===== src/rtl/sys_cmd_ctrl_pkg.sv =====
// Shared definitions for the UART command controller: opcodes, FSM states
// and the fixed register-file slots used for ALU operands.
package sys_cmd_ctrl_pkg;

  localparam logic [7:0] OPC_RF_WR   = 8'hAA;
  localparam logic [7:0] OPC_RF_RD   = 8'hBB;
  localparam logic [7:0] OPC_ALU_OP  = 8'hCC;
  localparam logic [7:0] OPC_ALU_NOP = 8'hDD;

  localparam int unsigned OPA_ADDR = 0;
  localparam int unsigned OPB_ADDR = 1;

  typedef enum logic [3:0] {
    S_IDLE,
    S_WR_ADDR,
    S_WR_DATA,
    S_RD_ADDR,
    S_RD_WAIT,
    S_ALU_OPA,
    S_ALU_OPB,
    S_ALU_FUN,
    S_ALU_WAIT,
    S_TX_B0,
    S_TX_WAIT,
    S_TX_B1,
    S_TX_DONE
  } cmd_state_e;

  // States that are waiting on the next byte of a frame.
  function automatic logic in_frame(input cmd_state_e s);
    return s inside {S_WR_ADDR, S_WR_DATA, S_RD_ADDR, S_ALU_OPA, S_ALU_OPB, S_ALU_FUN};
  endfunction

endpackage


===== src/rtl/sys_cmd_ctrl_tx_seq.sv =====
// Response sender: emits one or two bytes (LSB first) to the UART
// transmitter, pacing each byte on the TX_BUSY handshake.
module sys_cmd_tx_seq
  import sys_cmd_ctrl_pkg::*;
#(
  parameter int DATA_WIDTH = 8
) (
  input  logic                    CLK,
  input  logic                    RST,
  input  logic                    start_i,
  input  logic                    two_i,
  input  logic [2*DATA_WIDTH-1:0] data_i,
  input  logic                    TX_BUSY,
  output logic [DATA_WIDTH-1:0]   TX_P_DATA,
  output logic                    TX_D_VLD,
  output logic                    done_o
);

  cmd_state_e                  state_q;
  logic [2*DATA_WIDTH-1:0]     buf_q;
  logic                        two_q;
  logic                        seen_busy_q;
  logic [DATA_WIDTH-1:0]       tx_data_q;
  logic                        tx_vld_q;
  logic                        done_q;

  always_ff @(posedge CLK or posedge RST) begin
    if (RST) begin
      state_q     <= S_IDLE;
      buf_q       <= '0;
      two_q       <= 1'b0;
      seen_busy_q <= 1'b0;
      tx_data_q   <= '0;
      tx_vld_q    <= 1'b0;
      done_q      <= 1'b0;
    end else begin
      tx_vld_q <= 1'b0;
      done_q   <= 1'b0;
      unique case (state_q)
        S_IDLE: if (start_i) begin
          buf_q   <= data_i;
          two_q   <= two_i;
          state_q <= S_TX_B0;
        end
        S_TX_B0: if (!TX_BUSY) begin
          tx_data_q   <= buf_q[DATA_WIDTH-1:0];
          tx_vld_q    <= 1'b1;
          seen_busy_q <= 1'b0;
          state_q     <= two_q ? S_TX_WAIT : S_TX_DONE;
        end
        // Second byte only goes out after a full busy rise/fall cycle.
        S_TX_WAIT: begin
          if (TX_BUSY) seen_busy_q <= 1'b1;
          else if (seen_busy_q) state_q <= S_TX_B1;
        end
        S_TX_B1: if (!TX_BUSY) begin
          tx_data_q <= buf_q[2*DATA_WIDTH-1:DATA_WIDTH];
          tx_vld_q  <= 1'b1;
          state_q   <= S_TX_DONE;
        end
        S_TX_DONE: if (!TX_BUSY) begin
          done_q  <= 1'b1;
          state_q <= S_IDLE;
        end
        default: state_q <= S_IDLE;
      endcase
    end
  end

  assign TX_P_DATA = tx_data_q;
  assign TX_D_VLD  = tx_vld_q;
  assign done_o    = done_q;

endmodule


===== src/rtl/sys_cmd_ctrl.sv =====
// UART command decoder driving a register file and ALU, returning results
// over UART. Optional inter-byte frame timeout enabled by CMD_TIMEOUT_EN.
module sys_cmd_ctrl
  import sys_cmd_ctrl_pkg::*;
#(
  parameter int DATA_WIDTH  = 8,
  parameter int ADDR_WIDTH  = 4,
  parameter int FUN_WIDTH   = 4,
  parameter int TIMEOUT_CYC = 1024
) (
  input  logic                    CLK,
  input  logic                    RST,
  input  logic [DATA_WIDTH-1:0]   RX_P_DATA,
  input  logic                    RX_D_VLD,
  output logic                    RF_WR_EN,
  output logic                    RF_RD_EN,
  output logic [ADDR_WIDTH-1:0]   RF_ADDR,
  output logic [DATA_WIDTH-1:0]   RF_WR_DATA,
  input  logic [DATA_WIDTH-1:0]   RF_RD_DATA,
  input  logic                    RF_RD_VLD,
  output logic                    ALU_EN,
  output logic [FUN_WIDTH-1:0]    ALU_FUN,
  output logic                    CLK_GATE_EN,
  input  logic [2*DATA_WIDTH-1:0] ALU_OUT,
  input  logic                    ALU_OUT_VLD,
  output logic [DATA_WIDTH-1:0]   TX_P_DATA,
  output logic                    TX_D_VLD,
  input  logic                    TX_BUSY
);

  cmd_state_e                  state_q;
  logic                        wr_en_q;
  logic                        rd_en_q;
  logic [ADDR_WIDTH-1:0]       addr_q;
  logic [DATA_WIDTH-1:0]       wr_data_q;
  logic                        alu_en_q;
  logic [FUN_WIDTH-1:0]        alu_fun_q;
  logic                        gate_q;
  logic                        tx_start_q;
  logic                        tx_two_q;
  logic [2*DATA_WIDTH-1:0]     tx_data_q;
  logic                        tx_done;
  logic                        tmo_hit;

`ifdef CMD_TIMEOUT_EN
  localparam int unsigned TMO_W = $clog2(TIMEOUT_CYC + 1);
  logic [TMO_W-1:0] tmo_q;

  always_ff @(posedge CLK or posedge RST) begin
    if (RST) begin
      tmo_q <= '0;
    end else if (!in_frame(state_q) || RX_D_VLD) begin
      tmo_q <= '0;
    end else if (tmo_q != TMO_W'(TIMEOUT_CYC)) begin
      tmo_q <= tmo_q + 1'b1;
    end
  end

  assign tmo_hit = in_frame(state_q) && (tmo_q == TMO_W'(TIMEOUT_CYC));
`else
  assign tmo_hit = 1'b0;
`endif

  always_ff @(posedge CLK or posedge RST) begin
    if (RST) begin
      state_q    <= S_IDLE;
      wr_en_q    <= 1'b0;
      rd_en_q    <= 1'b0;
      addr_q     <= '0;
      wr_data_q  <= '0;
      alu_en_q   <= 1'b0;
      alu_fun_q  <= '0;
      gate_q     <= 1'b0;
      tx_start_q <= 1'b0;
      tx_two_q   <= 1'b0;
      tx_data_q  <= '0;
    end else begin
      wr_en_q    <= 1'b0;
      rd_en_q    <= 1'b0;
      alu_en_q   <= 1'b0;
      tx_start_q <= 1'b0;
      if (tmo_hit) begin
        state_q <= S_IDLE;
      end else begin
        unique case (state_q)
          S_IDLE: if (RX_D_VLD) begin
            if (RX_P_DATA == DATA_WIDTH'(OPC_RF_WR))        state_q <= S_WR_ADDR;
            else if (RX_P_DATA == DATA_WIDTH'(OPC_RF_RD))   state_q <= S_RD_ADDR;
            else if (RX_P_DATA == DATA_WIDTH'(OPC_ALU_OP))  state_q <= S_ALU_OPA;
            else if (RX_P_DATA == DATA_WIDTH'(OPC_ALU_NOP)) state_q <= S_ALU_FUN;
          end
          S_WR_ADDR: if (RX_D_VLD) begin
            addr_q  <= RX_P_DATA[ADDR_WIDTH-1:0];
            state_q <= S_WR_DATA;
          end
          S_WR_DATA: if (RX_D_VLD) begin
            wr_en_q   <= 1'b1;
            wr_data_q <= RX_P_DATA;
            state_q   <= S_IDLE;
          end
          S_RD_ADDR: if (RX_D_VLD) begin
            addr_q  <= RX_P_DATA[ADDR_WIDTH-1:0];
            rd_en_q <= 1'b1;
            state_q <= S_RD_WAIT;
          end
          S_RD_WAIT: if (RF_RD_VLD) begin
            tx_data_q  <= {{DATA_WIDTH{1'b0}}, RF_RD_DATA};
            tx_two_q   <= 1'b0;
            tx_start_q <= 1'b1;
            state_q    <= S_TX_B0;
          end
          S_ALU_OPA: if (RX_D_VLD) begin
            addr_q    <= ADDR_WIDTH'(OPA_ADDR);
            wr_data_q <= RX_P_DATA;
            wr_en_q   <= 1'b1;
            state_q   <= S_ALU_OPB;
          end
          S_ALU_OPB: if (RX_D_VLD) begin
            addr_q    <= ADDR_WIDTH'(OPB_ADDR);
            wr_data_q <= RX_P_DATA;
            wr_en_q   <= 1'b1;
            state_q   <= S_ALU_FUN;
          end
          S_ALU_FUN: if (RX_D_VLD) begin
            alu_fun_q <= RX_P_DATA[FUN_WIDTH-1:0];
            alu_en_q  <= 1'b1;
            gate_q    <= 1'b1;
            state_q   <= S_ALU_WAIT;
          end
          S_ALU_WAIT: if (ALU_OUT_VLD) begin
            gate_q     <= 1'b0;
            tx_data_q  <= ALU_OUT;
            tx_two_q   <= 1'b1;
            tx_start_q <= 1'b1;
            state_q    <= S_TX_B0;
          end
          // The byte-level TX states live in the sender; here S_TX_B0
          // simply holds off new frames until the response is out.
          S_TX_B0: if (tx_done) state_q <= S_IDLE;
          default: state_q <= S_IDLE;
        endcase
      end
    end
  end

  sys_cmd_tx_seq #(
    .DATA_WIDTH(DATA_WIDTH)
  ) u_tx_seq (
    .CLK       (CLK),
    .RST       (RST),
    .start_i   (tx_start_q),
    .two_i     (tx_two_q),
    .data_i    (tx_data_q),
    .TX_BUSY   (TX_BUSY),
    .TX_P_DATA (TX_P_DATA),
    .TX_D_VLD  (TX_D_VLD),
    .done_o    (tx_done)
  );

  assign RF_WR_EN    = wr_en_q;
  assign RF_RD_EN    = rd_en_q;
  assign RF_ADDR     = addr_q;
  assign RF_WR_DATA  = wr_data_q;
  assign ALU_EN      = alu_en_q;
  assign ALU_FUN     = alu_fun_q;
  assign CLK_GATE_EN = gate_q;

endmodule


===== config.mk =====
export PLATFORM = sky130hd
export DESIGN_NAME = sys_cmd_ctrl
export DESIGN_NICKNAME = d
export VERILOG_FILES = /design/src/rtl/sys_cmd_ctrl_pkg.sv /design/src/rtl/sys_cmd_ctrl_tx_seq.sv /design/src/rtl/sys_cmd_ctrl.sv
export SDC_FILE = /design/constraint.sdc
export NUM_CORES = 1
export LEC_CHECK = 0
export CORE_UTILIZATION = 57
export CTS_BUF_LIST = sky130_fd_sc_hd__clkbuf_4
export CTS_CLUSTER_SIZE = 30
export DETAILED_ROUTE_END_ITERATION = 10
export PLACE_DENSITY = 0.87
export SKIP_CTS_REPAIR_TIMING = 1
export SLEW_MARGIN = 10
export SYNTH_ARGS = -nofsm -noshare
export SYNTH_HDL_FRONTEND = slang
export SYNTH_SLANG_ARGS = --single-unit
export TNS_END_PERCENT = 30

===== constraint.sdc =====
create_clock -name CLK -period 5.7 [get_ports CLK]
set_clock_uncertainty 0.2 [all_clocks]
set_input_delay 0.855 -clock CLK [delete_from_list [all_inputs] [get_ports CLK]]
set_output_delay 0.855 -clock CLK [all_outputs]
set_load 0.1 [all_outputs]

# After elaboration in Yosys (flattened, before gate mapping)
# Index checks and enable logic that the tools add are counted.
word_totals:
  reg_bits: 74
  latchBits: 0
  ramBits: 0
  rom_bits: 0
  input_bits: 38
  out_inout_bits: 29
  elab_cells: 125
  memories: 0
op_classes:
  n_addsub: 0
  mul: 0
  n_div: 0
  magnitude_cmp: 0
  n_eq_ne: 36
  shift: 0
  n_mux: 51
  n_bitwise: 0
  n_reduce_logical: 20
ops:
  columns: ["operator", "n"]
  rows:
  - ["4-bit 2-to-1 mux", 22]
  - ["4-bit one-hot mux with 10 select lines", 1]
  - ["8-bit equality test (second input constant)", 4]
  - ["16-bit 2-to-1 mux", 2]
  - ["16-bit one-hot mux with 2 select lines", 1]
  - ["2-bit inequality test (second input constant)", 15]
  - ["4-bit equality test (second input constant)", 6]
  - ["4-bit one-hot mux with 5 select lines", 1]
  - ["4-bit by 3-bit equality test with 1-bit output (second input constant)", 4]
  - ["8-bit 2-to-1 mux", 2]
  - ["8-bit one-hot mux with 2 select lines", 1]
  - ["1-bit 2-to-1 mux", 15]
  - ["4-bit one-hot mux with 3 select lines", 1]
  - ["3-bit AND reduction", 4]
  - ["11-bit AND reduction", 1]
  - ["4-bit by 2-bit equality test with 1-bit output (second input constant)", 2]
  - ["4-bit zero test", 2]
  - ["1-bit one-hot mux with 2 select lines", 4]
  - ["2-bit nonzero test", 4]
  - ["2-bit by 1-bit inequality test with 1-bit output (second input constant)", 3]
  - ["2-bit AND reduction", 3]
  - ["6-bit AND reduction", 1]
  - ["5-bit inequality test (second input constant)", 1]
  - ["4-bit by 1-bit equality test with 1-bit output (second input constant)", 1]
  - ["5 further kinds", 6]

# Logic depth before layout (Yosys ltp)
depth:
  word_depth: 7
  ltp_mapped: 7
  ltp_nobuf: 4

# Modules after synthesis
# From an unflattened synthesis, not the netlist that was laid out.
unflattened:
  hier_cells: 276
  hier_area_um2: 3434.5
by_module_without_submodules:
  columns: ["mod", "instances", "cells_per_inst", "area_per_inst_um2", "seq_area_each_um2"]
  rows:
  - ["sys_cmd_ctrl", 1, 163, 1929.4, 1051.0]
  - ["sys_cmd_tx_seq", 1, 113, 1505.2, 800.8]

# Worst setup path after synthesis
# Ideal clock, no wire load.
synth_path:
  kind: "input port to flip-flop"
  start: "input port TX_BUSY"
  end: "register u_tx_seq.state_q[1]"
  setup_time_ns: 0.133
  arrival_ns: 1.742
  required_time_ns: 5.367
  path_slack_ns: 3.625
  path_stages: 5
  cell_sequence: "clkbuf_1 -> and3b_1 -> o211a_1 -> o31ai_1 -> o41ai_1"
synth_via:
  elab_chain_len: 2
  elab_cells_between_ends: 5
  cone_classes: "4 x eq/ne; 1 x reduce/logical"
synth_lines:
  columns: ["element", "line", "rtl"]
  rows:
  - ["from (decl)", "sys_cmd_ctrl.sv:28", "input logic TX_BUSY"]
  - ["2-bit inequality test (no source line)", null, null]
  - ["6-bit AND reduction (no source line) *", null, null]
  - ["to (signal assigned)", "sys_cmd_ctrl_tx_seq.sv:49", "state_q <= two_q ? S_TX_WAIT : S_TX_DONE;"]
  - ["to (decl)", "sys_cmd_ctrl_tx_seq.sv:19", "cmd_state_e state_q;"]
# Every way passes the cells marked *; elsewhere a longest branch is shown, timed or not.
# A chain may end at the register's enable or synchronous reset.

# Worst setup path after layout
layout_path:
  start: "register alu_fun_q[3], in the netlist ALU_FUN[3]"
  end: "output port ALU_FUN[3]"
layout_rtl:
  columns: ["element", "line", "rtl"]
  rows:
  - ["from (decl)", "sys_cmd_ctrl.sv:37", "logic [FUN_WIDTH-1:0] alu_fun_q;"]
  - ["from (signal assigned)", "sys_cmd_ctrl.sv:125", "alu_fun_q <= RX_P_DATA[FUN_WIDTH-1:0];"]
  - ["to (decl)", "sys_cmd_ctrl.sv:22", "output logic [FUN_WIDTH-1:0] ALU_FUN,"]
# No word-level cell between the ends.

==> key figures <==
Logic synthesis
  – Post-synth EDFFs: 0
  – Adder-Cell Fraction of Synth Area: 0%
  – Mean Syn Cell Area: 11.9 µm²
  – Synth Area in Simple Gates: 12.2%
  – Post-synth top area share: 55.8%
  – Library cells used by synthesis: 55
  – Largest cells by area after synthesis: dfrtp_1, mux2_2, mux2i_1
  – Compound-gate portion of the synthesized area: 13.3%
  – Main combinational cell family by area after synthesis: multiplexers
  – Asr flop ratio synth: 100%
  – Main synth FF type: dfrtp_1
  – Synth Cell Area: 3320 µm²
  – Syn Nets: 317
  – Multiplexer share of the synthesized area: 15.0%
  – Largest area contributor in the netlist: dfrtp_1
  – Register area share after synthesis: 55.8%
  – Synth warn: 0
  – #FFs+latches synth: 74
  – Synth Area in XOR/XNOR: 0.528%
  – Gate Count Post-Synth: 279

Job
  – Max-Cap Viols: 0

Power
  – P per Cell Area: 602 nW/µm²
  – Total Power: 2.48 mW
  – Total leakage power: 1.84 nW
  – Peak supply drop: 0.486 mV

STA
  – Maximum clock frequency: 333 MHz
  – Max transition margin: 27.9%
  – Fin Setup TNS: 0 ns
  – Period minus WS final: 3.00 ns
  – Final period util: 52.7%
  – Unrepaired setup endpoints after global routing: false
  – Fin. max-slew vios: 0
  – Worst-Margin Slew: 1.07 ns
  – Setup violators final: 0
  – Fin. Hold Viols: 0

Worst setup path
  – Delay-heaviest family, CP: buffers and inverters
  – Critical path depth in cells: 1
  – Max Fanout on Critical Path: 2
  – CP Class: reg -> out
  – Max incr delay on CP: 1.16 ns
  – R2R depth: 3
  – Critical Path End Type: output pin
  – Critical Path RT: 4.64 ns
  – CP Data Arrival Time: 1.95 ns
  – Cell Chain, Critical Path: clkdlybuf4s50_1
  – Origin of the worst setup path: ALU_FUN[3]
  – Startpoint type of the worst setup path: register
  – Buf+Inv Stages, Crit Path: 1
  – Crit-path slowest cell: clkdlybuf4s50_1
  – Worst flop-to-flop path startpoint: state_q[2]

Clocking
  – Reg clk slew, reported paths: 0.12 ns
  – Clock Path Buffers: 2
  – Worst-Skew Late Latency: 0.41 ns
  – CTS tree: done
  – Root Driver: clkbuf_4
  – CTS Buf Count: 9
  – Clock sinks: 74
  – H-tree levels: 3

Global routing
  – Largest net degree at the start of global routing: 63
  – Initial antenna violation count: 0
  – First-pass GRT wire length: 11200 µm
  – Vias in the first global route: 2271
  – Global route total overflow: 0
  – GRT Overall Usage: 24.2%

Routing
  – Via density: 5.76
  – Post-route ant nets: 0
  – Routed Wire Length: 6760 µm
  – Drt drc: 0
  – Number of DRC markers in iteration 0: 160
  – DR pass1 iterations: 4
  – Routed WL per cell: 16.2 µm
  – Via count: 2409

Final layout
  – Fraction of layout cells with a size suffix above 1: 15.0%
  – Fill cells: 399
  – Total Nets Final: 379
  – Area delta synth->final: 24.4%
  – Antenna cell count: 0
  – Final Non-Filler Cells: 418

Placed design
  – Placer Congestion: 0.788
  – Placed Instances: 402
  – HPWL Detailed: 4710 µm
  – Port bufs: 66

Floorplanning
  – Die width: 78.3 µm
  – IO Count: 67
  – Die Ht: 78.3 µm
  – Die area: 6130 µm²
  – Core Area: 5570 µm²
  – Initial Util: 59.6%
  – FP Rows: 27

Worst hold path
  – Hold path depth: 2
  – Worst Hold Launch: tx_data_q[5]
  – Type of the tightest min-delay check: reg -> reg

Run status
  – Status: finished clean
## layout make-up
| class | instances | area [µm²] | share of cell area [%] |
|---|---|---|---|
| clock buffer | 10 | 75.1 | 1.82 |
| sequential | 74 | 1850 | 44.8 |
| multi-input combinational | 184 | 1360 | 32.9 |
| tap | 72 | 90.1 | 2.18 |
| timing repair buffer | 67 | 668 | 16.2 |
| clock inverter | 6 | 66.3 | 1.61 |
| inverter | 5 | 18.8 | 0.455 |
## kinds of logic (layout without fill, tap and decap cells)
| group | after synthesis | count (layout) |
|---|---|---|
| flops | 74 | 74 |
| simple gates | 70 | 70 |
| compound gates | 66 | 66 |
| mux | 46 | 46 |
| buf+inv | 21 | 88 |
| xor+xnor | 2 | 2 |
## Yosys cell counts, types with 2 or more instances
cell      number
buf_4          2
nor3_1         2
or4_1          3
o22ai_1        2
a21o_1         2
o31ai_1        2
mux2_2        29
nand3b_1       2
a22o_1         8
nand2_1       16
nand2b_1       6
nand3_1        6
buf_2         12
nor2_1        17
a21oi_1       13
o21ai_0       18
o21bai_1       2
nor3b_1        4
dfrtp_1       74
inv_1          5
nor4b_1        2
a31oi_1        2
mux2i_1       17
o211ai_1       2
## registers in the layout, indices dropped and copies added (netlist names), 4 cells and up
signal	flops
tx_data_q	16
u_tx_seq.TX_P_DATA	8
u_tx_seq.state_q	4
state_q	4
RF_ADDR	4
RF_WR_DATA	8
ALU_FUN	4
u_tx_seq.buf_q	16
## power by group
group          total, mW  switching, mW  internal [mW]
Sequential         0.866          0.147          0.719
Clock              0.327          0.188          0.139
Combinational       1.29          0.901          0.390
## path summary, 6_finish.rpt
| path | end | slack [ns] |
|---|---|---|
| setup / recovery | ALU_FUN[3] | 2.70 |
| hold / removal | tx_data_q[5] | 0.29 |
| setup reg to reg | tx_data_q[10] | 3.34 |
| hold reg to reg | tx_data_q[5] | 0.29 |
| max in group asynchronous | u_tx_seq.TX_P_DATA[3] | 3.78 |
| min in group asynchronous | RF_RD_EN | 0.49 |
## routing by layer
layer / global-route usage (%) / wire (µm)
met1: 31.6 / 2970
met2: 38.9 / 3340
met3: 6.98 / 354
met4: 7.78 / 91
met5: 0 / 0
## per-stage QoR
stage          area, µm²  hold slack, ns  util, %  setup slack, ns
5_1_grt             4130           0.319     74.1             2.64
6_report            4130           0.293     74.1             2.70
4_1_cts             4130           0.294     74.1             2.68
3_3_place_gp        3990           0.255     71.5             2.96
2_1_floorplan       3320           0.244        -             2.76
3_5_place_dp        3990           0.268     71.5             2.90
## cells in the final DEF (no fill, tap or decap), types with 3 or more instances in the layout
cell type | netlist | layout
dfrtp_1 | 74 | 74
clkdlybuf4s50_1 | 0 | 66
mux2_2 | 29 | 29
o21ai_0 | 18 | 18
nor2_1 | 17 | 17
mux2i_1 | 17 | 17
nand2_1 | 16 | 16
a21oi_1 | 13 | 13
clkbuf_4 | 0 | 10
a22o_1 | 8 | 8
nand2b_1 | 6 | 6
nand3_1 | 6 | 6
nor3b_1 | 4 | 4
inv_1 | 5 | 4
or4_1 | 3 | 3
(Power assumes the default switching activity.)
